<file path="src/rtl/iddmm_sched.sv">
// Row/beat scheduler for a word-serial Montgomery multiplier: issues N rows of
// N+1 operand reads separated by GAP idle cycles. Define IDDMM_SCHED_DRAIN_EN to add a DRAIN phase before done.
module iddmm_sched #(
  parameter int K      = 128,
  parameter int N      = 32,
  parameter int ADDR_W = $clog2(N),
  parameter int GAP    = 30,
  parameter int DRAIN  = 29
) (
  input  logic              clk,
  input  logic              rst_n,
  input  logic              start,
  output logic              busy,
  output logic              done,
  output logic              rd_en,
  output logic [ADDR_W-1:0] rd_x_addr,
  output logic [ADDR_W-1:0] rd_yp_addr,
  output logic [ADDR_W:0]   j_cnt,
  output logic              op_zero,
  output logic              a_zero
);

  localparam int CMAX = (GAP > DRAIN) ? GAP : DRAIN;
  localparam int CW   = $clog2(CMAX + 1);
  localparam logic [ADDR_W:0]   J_LAST   = (ADDR_W+1)'(N);
  localparam logic [ADDR_W-1:0] I_LAST   = ADDR_W'(N - 1);
  localparam logic [CW-1:0]     GAP_LAST = CW'(GAP - 1);
`ifdef IDDMM_SCHED_DRAIN_EN
  localparam logic [CW-1:0]     DRAIN_LAST = CW'(DRAIN - 1);
`endif

  if (K < 1 || GAP < 1 || DRAIN < 1) begin : g_bad_param
    $error("iddmm_sched: K, GAP and DRAIN must be at least 1");
  end

  typedef enum logic [2:0] {
    S_IDLE,
    S_ISSUE,
    S_GAP,
`ifdef IDDMM_SCHED_DRAIN_EN
    S_DRAIN,
`endif
    S_FIN
  } state_t;

  state_t            state, state_n;
  logic [ADDR_W-1:0] i, i_n;
  logic [ADDR_W:0]   j, j_n;
  logic [CW-1:0]     cnt, cnt_n;
  logic              issue;

  always_ff @(posedge clk or negedge rst_n) begin
    if (!rst_n) begin
      state <= S_IDLE;
      i     <= '0;
      j     <= '0;
      cnt   <= '0;
    end else begin
      state <= state_n;
      i     <= i_n;
      j     <= j_n;
      cnt   <= cnt_n;
    end
  end

  always_comb begin
    state_n = state;
    i_n     = i;
    j_n     = j;
    cnt_n   = cnt;
    case (state)
      S_IDLE: if (start) begin
        state_n = S_ISSUE;
        i_n     = '0;
        j_n     = '0;
      end
      S_ISSUE: begin
        if (j == J_LAST) begin
          j_n   = '0;
          cnt_n = '0;
          if (i == I_LAST) begin
`ifdef IDDMM_SCHED_DRAIN_EN
            state_n = S_DRAIN;
`else
            state_n = S_FIN;
`endif
          end else begin
            i_n     = i + ADDR_W'(1);
            state_n = S_GAP;
          end
        end else begin
          j_n = j + (ADDR_W+1)'(1);
        end
      end
      S_GAP: begin
        if (cnt == GAP_LAST) begin
          cnt_n   = '0;
          state_n = S_ISSUE;
        end else begin
          cnt_n = cnt + CW'(1);
        end
      end
`ifdef IDDMM_SCHED_DRAIN_EN
      S_DRAIN: begin
        if (cnt == DRAIN_LAST) begin
          cnt_n   = '0;
          state_n = S_FIN;
        end else begin
          cnt_n = cnt + CW'(1);
        end
      end
`endif
      // i returns to 0 here so the x address reads 0 while idle
      S_FIN: begin
        state_n = S_IDLE;
        i_n     = '0;
      end
      default: state_n = S_IDLE;
    endcase
  end

  assign issue      = (state == S_ISSUE);
  assign rd_en      = issue;
  assign busy       = (state != S_IDLE) && (state != S_FIN);
  assign done       = (state == S_FIN);
  assign rd_x_addr  = i;
  assign rd_yp_addr = (issue && j != J_LAST) ? j[ADDR_W-1:0] : '0;

  // Beat tags lag rd_en by one cycle to line up with the RAM read data
  always_ff @(posedge clk or negedge rst_n) begin
    if (!rst_n) begin
      j_cnt   <= '0;
      op_zero <= 1'b0;
      a_zero  <= 1'b0;
    end else begin
      j_cnt   <= issue ? j : '0;
      op_zero <= issue && (j == J_LAST);
      a_zero  <= issue && (i == '0);
    end
  end

endmodule

</file>
<file path="config.mk">
export PLATFORM = sky130hd
export DESIGN_NAME = iddmm_sched
export DESIGN_NICKNAME = d
export VERILOG_FILES = /design/src/rtl/iddmm_sched.sv
export SDC_FILE = /design/constraint.sdc
export NUM_CORES = 1
export LEC_CHECK = 0
export BUFFER_PORTS_ARGS = -buffer_cell sky130_fd_sc_hd__buf_2
export CAP_MARGIN = 20
export CORE_ASPECT_RATIO = 1.2
export CORE_UTILIZATION = 50
export CTS_CLUSTER_SIZE = 16
export DETAILED_ROUTE_END_ITERATION = 8
export PLACE_DENSITY = 0.77
export SLEW_MARGIN = 30
export SYNTH_ARGS = -nofsm -noshare
export SYNTH_HDL_FRONTEND = slang
export SYNTH_SLANG_ARGS = --single-unit
</file>
<file path="constraint.sdc">
create_clock -name clk -period 1.8 [get_ports clk]
set_input_delay 0.09 -clock clk [delete_from_list [all_inputs] [get_ports clk]]
set_output_delay 0.09 -clock clk [all_outputs]
set_load 0.005 [all_outputs]
</file>
# Yosys cells after proc, flatten, opt, wreduce, memory -nomap -nowiden
# Index checks and enable logic that the tools add are counted.
# classes
addsub	3
eq_ne	12
muxes	17
reduce_logical	14
# ops
cell	n
$mux 5	6
$mux 6	3
$pmux 5 s3	1
$pmux 6 s2	1
$add 5x1->5 const B	2
$eq 5x5->1 const B	2
$pmux 5 s2	1
$mux 3	3
$pmux 3 s3	1
$add 6x1->6 const B	1
$eq 3x2->1 const B	2
$eq 6x6->1 const B	1
$ne 2x2->1 const B	3
$ne 6x6->1 const B	1
$reduce_bool 3->1	2
$logic_not 5->1	1
$logic_and 1x1->1	4
$reduce_and 2->1	2
$reduce_and 4->1	1
$reduce_bool 2->1	2
$eq 3x1->1 const B	1
$logic_not 3->1	1
$ne 3x2->1 const B	1
$reduce_and 3->1	1
2 further kinds	2
# totals
regBits	27
in_bits	3
output_inout_bits	21
word_cells	53

# Depth between registers and ports, before layout
# logic_depth
ltp_word	4
ltp_mapped	7
ltp_nobuf	7

# Least setup slack after synthesis
# OpenSTA, ideal clock, no wires.
# synth_path
path_kind	register -> register
from	register i[0] (netlist: rd_x_addr[0])
to	register i[3] (netlist: rd_x_addr[3])
setup_ns	0.136
t_arrival_ns	1.757
required_ns	1.664
setup_slack_ns	-0.092
stages_incl_launch_ff	8
path_buffers	0
period_less_slack_ns	1.892
path_cell_list	dfrtp_1 > ha_1 > and3_1 > ha_1 > nand2b_1 > a211o_1 > a22oi_1 > o41ai_1
# synth_between
elab_chain_cells	4
word_cells_on_any_way	7
classes_between	add/sub: 1; eq/ne: 2; mux: 3; reduce/logical: 1
# synth_lines
item	line	rtl
from (decl)	47	logic [ADDR_W-1:0] i, i_n;
from (signal assigned)	60	i <= i_n;
$add 5x1->5	88	i_n = i + ADDR_W'(1);
$mux 5	81	if (i == I_LAST) begin
$mux 5	78	if (j == J_LAST) begin
$pmux 5 s3	71	case (state)
# Several ways; a longest one is shown, not always the timed one. The select of a mux whose other input is x is not followed.
# A chain may end at the register's enable or synchronous reset.

# Worst setup path in the final report
# Same ends and word-level chain as after synthesis.

==> run summary <==
CTS Sinks = 26
Die width = 52.34 um
Worst Path Arrival = 2040 ps
Most common flop cell mapped by yosys = dfrtp_1
Syn Inst Count = 151
Initial core utilization = 0.5357
Clk Latency, worst-skew pair = 320 ps
Slew @ Worst Pin = 690.1 ps
RSZ-0062 raised after global routing = yes
Grt ovf = 0
#FFs+latches synth = 26
Avg Inst Size Synth = 10.07 sq um
Area grow syn2layout = 27.00%
WS Path Type = flip-flop to flip-flop
Power share of the combinational group = 0.551
CTS tree = done
Failing checks = negative setup slack
Max stage delay on crit path = 430 ps
Synthesized area = 1520 sq um
Yosys cell types = 41
Reg2reg setup slack = -20 ps
Crit. End Element = flip-flop
Multi-input logic area = 889.6 sq um
Register area share after synthesis = 0.4280
CP Cell Sequence = ha_2 > and3_4 > ha_4 > nand2b_4 > a211o_4 > a22oi_2 > o41ai_2
Final #Nets = 209
Sw Ratio = 0.4119
Ratio of cells with drive above 1 in the final layout = 0.3782
Die Height = 62.40 um
Drt wl/cell = 15.04 um
IO buf count = 23
Fillcell total = 218
Setup WS post-layout = -20.13 ps
Syn Nets = 165
Slew margin rel. = 0.5351
VDD IR max = 895.5 uV
Crit path launch type = flip-flop
Slowest stage cell, crit path = dfrtp_1
Root buffer cell = clkbuf_4
Initial antenna violation count = 0
Pin count of the biggest net entering global routing = 27
Placer Congestion = 0.8643
# diodes = 0
Worst endpoint required time = 2020 ps
Tot Pwr = 2.595 mW
First-pass GRT wire length = 5671 um
Vias per cell = 5.727
Drt first pass iters = 5
Setup TNS = -20.13 ps
Yosys warns = 0
Clock-pin slew on the worst setup and hold paths = 140 ps
Max cap viols = 0
Drc violations = 0
Power share of the clock group = 0.095
CTS Buf Count = 3
All-Layer GR Usage = 0.2247
# H-tree levels = 1
Sequential share of power = 0.354
Core Box Area = 2838 sq um
Final Cycle Share = 1.011
Final slew viol count = 0
Layout Skew = 6.688 ps
CP bufs+invs = 0
Routed vias = 1,300
Site row count = 21
Post-route ant nets = 0
Worst hold path class = input port to flip-flop
Fmax = 549.4 MHz
Clock buffer depth = 2
Post-synth EDFFs = 0
Layout Utilization = 0.6803
1st-iter DRT viols = 39
FF+latch area = 651.9 sq um
Crit path max fanout = 7
Vias in the first global route = 1,218
DP HPWL = 2312 um
CP top delay family = compound AO/OA/AOI/OAI gates
DRT Wirelength = 3415 um
Die Area = 3266 sq um
Hold Slack = 227.3 ps
Outcome = complete, but fails checks
P per Cell Area = 1344 nW/um^2
Min cycle time layout = 1820 ps
Final setup violation count = 1
Final hold viol count = 0
Int Power = 1.526 mW
Io pins = 24
LEAKAGE = 0.9428 nW
Net Sw Power = 1.069 mW
Post-synth ARST share = 1.000
## worst paths after layout
| kind | startpoint | to | cells past startpoint |
|---|---|---|---|
| setup / recovery | rd_x_addr[0] | rd_x_addr[3] | 7 |
| hold / removal | start | state[1] | 4 |
| setup reg to reg | rd_x_addr[0] | rd_x_addr[3] | 7 |
| hold reg to reg | j[1] | j_cnt[1] | 2 |
| max in group asynchronous | rst_n | state[0] | 2 |
| min in group asynchronous | rst_n | j_cnt[3] | 2 |
## worst reg2reg max path, delay by kind of cell (launching register included)
family	cells	cell delay [ps]
adders and majority gates	2	350
and+or+nand+nor	2	290
DFF	1	430
AOI/OAI and AO/OA	3	640
## repair_timing
action                     4_1_cts  5_1_grt
hold endpoints to repair        26        0
setup endpoints to repair        6       12
setup buffers                    4        6
pin swaps                        5        4
hold buffers                     1        0
resized for setup               14       10
## final cells by class
| class | count | area share |
|---|---|---|
| multi-input combinational | 109 | 0.4608 |
| sequential | 26 | 0.3377 |
| timing repair buffer | 45 | 0.1484 |
| tap | 34 | 0.02204 |
| inverter | 10 | 0.01944 |
| clock buffer | 3 | 0.01167 |
## synth_stat cells, types with 3 or more instances
master	number	area [sq um]
and2_1	6	37.54
nor2b_1	5	31.28
ha_1	11	137.6
a22o_1	4	35.03
inv_1	10	37.54
dfrtp_1	26	650.6
nor2_1	13	48.80
nand3_1	10	50.05
nand4_1	3	18.77
clkbuf_1	3	11.26
a21oi_1	4	20.02
mux2_2	4	45.04
o21ai_0	7	35.03
nand2_1	9	33.78
## sequential cells by signal, summed over array words and instances (netlist names)
| name | flops |
|---|---|
| op_zero | 1 |
| rd_x_addr | 5 |
| cnt | 5 |
| j_cnt | 6 |
| state | 2 |
| a_zero | 1 |
| j | 6 |
## power groups by stage
stage          sequential, mW  clock, mW  combinational, mW
3_3_place_gp            0.897          0               1.14
3_5_place_dp            0.908          0               1.16
2_1_floorplan           0.854          0              0.806
5_1_grt                 0.944      0.280               1.57
6_report                0.919      0.247               1.43
4_1_cts                 0.906      0.254               1.32
## cells in the final DEF (no fill, tap or decap), drive strengths merged, types with 2 or more instances in the layout
cell / count
nand2: 9
mux2: 4
a31oi: 2
nor2: 13
and3: 2
buf: 44
ha: 11
nand4: 3
a211oi: 2
a221o: 2
mux2i: 2
nor3: 2
nor2b: 5
clkbuf: 3
o21ai: 9
inv: 10
a22o: 4
a21oi: 4
dfrtp: 26
nand2b: 2
nor4: 2
nand3: 10
and2: 6
## kinds of logic after synthesis
group,after synthesis,share of synthesized area
and+or+nand+nor,58,0.2206
AOI/OAI and AO/OA,33,0.1621
DFF,26,0.4280
buffers and inverters,16,0.05020
adders and majority gates,11,0.09053
muxes,6,0.04280
xor gates and xnor gates,1,0.005762
## through the flow
step / setup WS, ps / std cells / instance area [sq um]
after floorplan: 9.557 / 151 / 1530
after global placement: 26.24 / 213 / 1732
after detailed placement: -46.54 / 213 / 1732
after CTS: -20.58 / 221 / 1863
after global routing: -54.89 / 227 / 1931
final: -20.13 / 227 / 1931
## routing by layer
layer  global-route usage  part of all wire  vias to the layer above
li1                     -                 -                      626
met1               0.2864              0.43                      636
met2               0.3908              0.52                       34
met3              0.02190             0.036                        4
met4              0.06250            0.0085                        0
met5                    0                 0                        -
Power figures use the tool's default switching activity.
